[src/rtl/float_sub_arb_if.sv]
// Requester, sub-unit and response signals of float_sub_arb, bundled as one port.
// slave = arbiter side, master = the clients plus the float_sub instance.
interface float_sub_arb_if #(
    parameter int unsigned CW = 16
);
    logic          req0_valid;
    logic [31:0]   req0_v1;
    logic [31:0]   req0_v2;
    logic          req0_ready;
    logic          req1_valid;
    logic [31:0]   req1_v1;
    logic [31:0]   req1_v2;
    logic          req1_ready;
    logic [31:0]   sub_v1;
    logic [31:0]   sub_v2;
    logic [31:0]   sub_res;
    logic          rsp0_valid;
    logic          rsp1_valid;
    logic [31:0]   rsp_data;
    logic          busy;
    logic [CW-1:0] done0_cnt;
    logic [CW-1:0] done1_cnt;

    modport slave (
        input  req0_valid, req0_v1, req0_v2, req1_valid, req1_v1, req1_v2, sub_res,
        output req0_ready, req1_ready, sub_v1, sub_v2, rsp0_valid, rsp1_valid,
               rsp_data, busy, done0_cnt, done1_cnt
    );

    modport master (
        output req0_valid, req0_v1, req0_v2, req1_valid, req1_v1, req1_v2, sub_res,
        input  req0_ready, req1_ready, sub_v1, sub_v2, rsp0_valid, rsp1_valid,
               rsp_data, busy, done0_cnt, done1_cnt
    );
endinterface

[src/rtl/float_sub_arb.sv]
// Round-robin arbiter in front of one shared, fully pipelined float_sub unit.
// A tag shift register tracks in-flight ops and steers each result back to its requester.
module float_sub_arb #(
    parameter int unsigned LAT = 7,
    parameter int unsigned CW  = 16
) (
    input logic            clk,
    input logic            rst,
    float_sub_arb_if.slave bus
);
    typedef enum logic {
        PREF_0 = 1'b0,
        PREF_1 = 1'b1
    } rr_t;

    rr_t           rr;
    logic          grant0;
    logic          grant1;
    logic          accept;
    logic [LAT-1:0] tag_v;
    logic [LAT-1:0] tag_id;
    logic [31:0]   sub_v1_q;
    logic [31:0]   sub_v2_q;
    logic [31:0]   rsp_data_q;
    logic          rsp0_q;
    logic          rsp1_q;
    logic [CW-1:0] cnt0;
    logic [CW-1:0] cnt1;

    // Grant is also ready, so an accept is simply any grant.
    always_comb begin
        grant0 = 1'b0;
        grant1 = 1'b0;
        if (!rst) begin
            if (bus.req0_valid && (!bus.req1_valid || rr == PREF_0)) begin
                grant0 = 1'b1;
            end else if (bus.req1_valid) begin
                grant1 = 1'b1;
            end
        end
    end

    assign accept = grant0 | grant1;

    always_ff @(posedge clk) begin
        if (rst) begin
            rr         <= PREF_0;
            tag_v      <= '0;
            tag_id     <= '0;
            sub_v1_q   <= '0;
            sub_v2_q   <= '0;
            rsp_data_q <= '0;
            rsp0_q     <= 1'b0;
            rsp1_q     <= 1'b0;
            cnt0       <= '0;
            cnt1       <= '0;
        end else begin
            tag_v  <= {tag_v[LAT-2:0], accept};
            tag_id <= {tag_id[LAT-2:0], grant1};
            if (accept) begin
                sub_v1_q <= grant1 ? bus.req1_v1 : bus.req0_v1;
                sub_v2_q <= grant1 ? bus.req1_v2 : bus.req0_v2;
                rr       <= grant1 ? PREF_0 : PREF_1;
            end
            // The last tag stage describes the op whose result is on sub_res now.
            rsp0_q <= tag_v[LAT-1] && !tag_id[LAT-1];
            rsp1_q <= tag_v[LAT-1] &&  tag_id[LAT-1];
            if (tag_v[LAT-1]) begin
                rsp_data_q <= bus.sub_res;
                if (tag_id[LAT-1]) begin
                    cnt1 <= cnt1 + CW'(1);
                end else begin
                    cnt0 <= cnt0 + CW'(1);
                end
            end
        end
    end

    assign bus.req0_ready = grant0;
    assign bus.req1_ready = grant1;
    assign bus.sub_v1     = sub_v1_q;
    assign bus.sub_v2     = sub_v2_q;
    assign bus.rsp0_valid = rsp0_q;
    assign bus.rsp1_valid = rsp1_q;
    assign bus.rsp_data   = rsp_data_q;
    assign bus.busy       = (|tag_v) | rsp0_q | rsp1_q;
    assign bus.done0_cnt  = cnt0;
    assign bus.done1_cnt  = cnt1;
endmodule

[src/flat_wrapper.sv]
// flat-port wrapper written by rule: the top's interface ports become plain ports
module float_sub_arb_flat 
#(
    parameter int unsigned LAT = 7,
    parameter int unsigned CW  = 16
)
  (clk, rst, bus_req0_valid, bus_req0_v1, bus_req0_v2, bus_req1_valid, bus_req1_v1, bus_req1_v2, bus_sub_res, bus_req0_ready, bus_req1_ready, bus_sub_v1, bus_sub_v2, bus_rsp0_valid, bus_rsp1_valid, bus_rsp_data, bus_busy, bus_done0_cnt, bus_done1_cnt);
  float_sub_arb_if #(.CW(CW)) bus_i ();
  input logic clk;
  input logic rst;
  input wire logic [$bits(bus_i.req0_valid)-1:0] bus_req0_valid;
  input wire logic [$bits(bus_i.req0_v1)-1:0] bus_req0_v1;
  input wire logic [$bits(bus_i.req0_v2)-1:0] bus_req0_v2;
  input wire logic [$bits(bus_i.req1_valid)-1:0] bus_req1_valid;
  input wire logic [$bits(bus_i.req1_v1)-1:0] bus_req1_v1;
  input wire logic [$bits(bus_i.req1_v2)-1:0] bus_req1_v2;
  input wire logic [$bits(bus_i.sub_res)-1:0] bus_sub_res;
  output wire logic [$bits(bus_i.req0_ready)-1:0] bus_req0_ready;
  output wire logic [$bits(bus_i.req1_ready)-1:0] bus_req1_ready;
  output wire logic [$bits(bus_i.sub_v1)-1:0] bus_sub_v1;
  output wire logic [$bits(bus_i.sub_v2)-1:0] bus_sub_v2;
  output wire logic [$bits(bus_i.rsp0_valid)-1:0] bus_rsp0_valid;
  output wire logic [$bits(bus_i.rsp1_valid)-1:0] bus_rsp1_valid;
  output wire logic [$bits(bus_i.rsp_data)-1:0] bus_rsp_data;
  output wire logic [$bits(bus_i.busy)-1:0] bus_busy;
  output wire logic [$bits(bus_i.done0_cnt)-1:0] bus_done0_cnt;
  output wire logic [$bits(bus_i.done1_cnt)-1:0] bus_done1_cnt;
  assign bus_i.req0_valid = bus_req0_valid;
  assign bus_i.req0_v1 = bus_req0_v1;
  assign bus_i.req0_v2 = bus_req0_v2;
  assign bus_i.req1_valid = bus_req1_valid;
  assign bus_i.req1_v1 = bus_req1_v1;
  assign bus_i.req1_v2 = bus_req1_v2;
  assign bus_i.sub_res = bus_sub_res;
  assign bus_req0_ready = bus_i.req0_ready;
  assign bus_req1_ready = bus_i.req1_ready;
  assign bus_sub_v1 = bus_i.sub_v1;
  assign bus_sub_v2 = bus_i.sub_v2;
  assign bus_rsp0_valid = bus_i.rsp0_valid;
  assign bus_rsp1_valid = bus_i.rsp1_valid;
  assign bus_rsp_data = bus_i.rsp_data;
  assign bus_busy = bus_i.busy;
  assign bus_done0_cnt = bus_i.done0_cnt;
  assign bus_done1_cnt = bus_i.done1_cnt;
  float_sub_arb #(.LAT(LAT), .CW(CW)) u_core (.clk(clk), .rst(rst), .bus(bus_i));
endmodule
[config.mk]
export PLATFORM = sky130hd
export DESIGN_NAME = float_sub_arb_flat
export DESIGN_NICKNAME = d
export VERILOG_FILES = /design/src/rtl/float_sub_arb_if.sv /design/src/rtl/float_sub_arb.sv /design/src/flat_wrapper.sv
export SDC_FILE = /design/constraint.sdc
export NUM_CORES = 1
export LEC_CHECK = 0
export BUFFER_PORTS_ARGS = -buffer_cell sky130_fd_sc_hd__buf_2
export CORE_MARGIN = 10
export CORE_UTILIZATION = 46
export CTS_CLUSTER_SIZE = 24
export DETAILED_ROUTE_END_ITERATION = 16
export PLACE_DENSITY = 0.81
export RECOVER_POWER = 25
export SETUP_SLACK_MARGIN = 0.05
export SYNTH_ARGS = -nofsm -noshare
export SYNTH_HDL_FRONTEND = slang
export SYNTH_SLANG_ARGS = --single-unit
[constraint.sdc]
create_clock -name clk -period 1.82 [get_ports clk]
set_input_delay 0.182 -clock clk [delete_from_list [all_inputs] [get_ports clk]]
set_output_delay 0.182 -clock clk [all_outputs]
set_load 0.01 [all_outputs]
==> results.ini <==
[status]
outcome=finished clean

[final_layout]
layout-drive-gt1-share=0.3138
nNetsFinal=1109
final-seq-area_mm2=0.002904
area_growth_pct=39.05
multi_input_area_mm2=0.002691
final_util=0.6526
fill_cells=1086
antennaDiodeCount=0

[grt]
grt_util_met3=0.06654
gr-total-overflow=0
grt_pass1_wl_mm=30.82
grt.total_usage=0.2130
grt_use_met1=0.2309
busiest_layer=met2
antenna_found_initial=0
grtUsageMet2=0.3716
first_global_vias=5832
grt_max_degree=66

[power]
ir_drop_mv=0.5688
p_leak_nw=3.585
power_density_mw_per_mm2=928.8

[sta]
rsz0062_at_grt=no
drv_slew=0
tns_ns=0
maxSlewHeadroom=0.4939
period_needed_ns=1.720
finalHoldViolCount=0
hold-worst-slack_ns=0.01538
worst_pin_slew_ns=0.7592
fin_skew_ns=0.006077
setup_viol=0
period_share=0.9451
fmax_mhz=581.4

[floorplan]
io-pin-count=297
die-area_mm2=0.01775
rows=41
design.core.area_mm2=0.01257
initial_core_util=0.4693
die_h_um=133.2
die_w_um=133.2

[synth]
synth_cell_types=41
synth_area_mm2=0.005898
synth_ff_type=dfxtp_1
ys_warn_count=0
async_reset_ff_frac=0
yosys.area.top_type=dfxtp_1
synth_cells=646
synth_edf_count=0
ys_seq_elements=145
synth_commonest_cells=145 x dfxtp_1, 127 x nor2_1, 115 x nand2_1
syn_nets=812
yosysMostFrequentCell=dfxtp_1
yosysTopAreaCellShare=0.4922
syn_area_per_cell_um2=9.130
yosys-top-cells-area=dfxtp_1 49%, nor2_1 8.1%, nand2_1 7.3%, a311oi_1 6.4%, mux2i_1 5.6%
ys_seq_area_frac=0.4922

[critical_path]
endpoint=bus_req0_ready
r2r_end=u_core.bus.sub_v1[7]$_SDFFE_PP0P_
end_kind=primary output
crit_chain=dlygate4sd3_1 -> buf_4 -> a211oi_2 -> buf_4 -> buf_2
r2r_start=u_core.rr$_SDFFE_PP0P_
reg2reg_slack_ns=0.25
slowest_stage=dlygate4sd3_1
r2r_cells=6
worstPathArrival_ns=1.54
criticalPathCategory=primary input to primary output
required_ns=1.64
crit_path_frequent_cell=buf_4
critPathMaxFanout=13
crit_path_start=rst
startpoint_type=primary input
critPathMaxStageDelay_ns=0.55

[detailed_routing]
detail_route.first_pass.iterations=5
drtAntennaViolNets=0
first_iter_violations=398
post_drt_wl_per_cell_um=17.36
routed_wl_mm=19.59
drc=0
num_vias=5768
viasPerCell=5.113

[clock_tree]
max-clock-path-buffers=2
clock_latency_ns=0.41
cts_tree=done
cts_buffers=17
cts_sinks=145
root_buffer=clkbuf_16
htree_levels=4
clk_pin_slew_ns=0.06

[place]
port_buffers=296
place.gp.congestion=0.8398
dp_hpwl_mm=13.93

[hold_path]
hold_path.class=primary input to register
hold_start=bus_sub_res[10]

[job]
maxCapViolations=0

==> cells by family after synthesis <==
| logic type | share of synthesized area |
|---|---|
| compound gates | 0.1203 |
| flops | 0.4922 |
| mux | 0.05791 |
| simple gates | 0.2374 |
| buf+inv | 0.05240 |
| xor+xnor | 0.03564 |
| fa+ha+maj | 0.004242 |
==> layer usage <==
metal / routed length (um) / up-vias
met5: 0 / -
met4: 702 / 0
met3: 1439 / 47
met2: 9997 / 235
met1: 7446 / 2654
li1: - / 2832
==> worst min-delay path by stage <==
stage | endpoint | slack (ns) | depth (start not counted)
after floorplan | u_core.bus.rsp_data[27]$_SDFFE_PP0P_ | 0.33 | 2
after global placement | u_core.rr$_SDFFE_PP0P_ | 0.40 | 2
after detailed placement | u_core.rr$_SDFFE_PP0P_ | 0.40 | 2
after CTS | u_core.bus.rsp_data[10]$_SDFFE_PP0P_ | 0.001 | 3
after global routing | u_core.bus.rsp_data[0]$_SDFFE_PP0P_ | 0.02 | 3
final | u_core.bus.rsp_data[10]$_SDFFE_PP0P_ | 0.02 | 3
==> worst max-delay path: cells and delay by family <==
family / cells / cell delay [ns]
compound gates: 1 / 0.14
buf+inv: 4 / 1.20
==> power breakdown <==
group          switching [mW]  total [mW]  leakage (nW)  internal (mW)
combinational           0.450       0.826          2.12          0.376
sequential             0.0625        3.36          1.18           3.30
clock                    1.34        3.43         0.279           2.09
total                    1.85        7.62          3.59           5.76
==> registers in the layout, summed over array words and instances, names as in the netlist <==
register               cells
u_core.bus.rsp_data       32
u_core.bus.sub_v1         32
u_core.bus.sub_v2         32
u_core.bus.done0_cnt      16
u_core.bus.done1_cnt      16
u_core.tag_id              7
u_core.tag_v               7
u_core.bus.rsp0_valid      1
u_core.bus.rsp1_valid      1
u_core.rr                  1
==> metrics by stage <==
step / setup slack, ns / instances / total power, mW / area (um^2)
global placement: 0.3449 / 1079 / 4.205 / 7501
global route: 0.05072 / 1128 / 7.900 / 8202
floorplan: 0.3969 / 646 / 3.832 / 5898
detailed placement: 0.2691 / 1079 / 4.228 / 7501
finish: 0.09988 / 1128 / 7.618 / 8202
CTS: 0.07566 / 1128 / 7.707 / 8284
==> cell type report <==
class	instances	share of cell area
flip-flops and latches	145	0.3541
multi-input cells	443	0.3281
repair buffers	325	0.2143
clock buffers	20	0.05568
well taps	172	0.02624
clock inverters	12	0.01602
inverters	11	0.005492
==> placed cells by master, fill, tap and decap left out, drive strengths merged, types with 2 or more instances in the layout <==
| master | synthesis | routed |
|---|---|---|
| mux2i | 33 | 33 |
| a21oi | 7 | 7 |
| xnor2 | 17 | 17 |
| clkinv | 0 | 5 |
| clkinvlp | 0 | 4 |
| a31o | 2 | 2 |
| buf | 32 | 241 |
| dlygate4sd3 | 0 | 16 |
| nand3 | 9 | 9 |
| dfxtp | 145 | 145 |
| a222oi | 12 | 12 |
| nand2 | 115 | 115 |
| nand3b | 2 | 2 |
| nor2b | 15 | 15 |
| clkbuf | 15 | 87 |
| a311oi | 52 | 52 |
| xor2 | 7 | 7 |
| nand4 | 11 | 11 |
| nor4 | 9 | 9 |
| nand2b | 2 | 2 |
| nor3 | 9 | 9 |
| nor2 | 127 | 127 |
| or3 | 3 | 3 |
| bufinv | 0 | 2 |
| inv | 11 | 12 |
| o21ai | 2 | 2 |
| ha | 2 | 2 |
==> repair_timing <==
item | CTS | global route
hold buffers | 16 | 0
endpoints found under the setup margin | 1 | 6
gates cloned | 1 | 0
hold endpoints to repair | 16 | 0
resized for setup | 1 | 1
setup buffers | 0 | 0
Power figures use the tool's default switching activity.
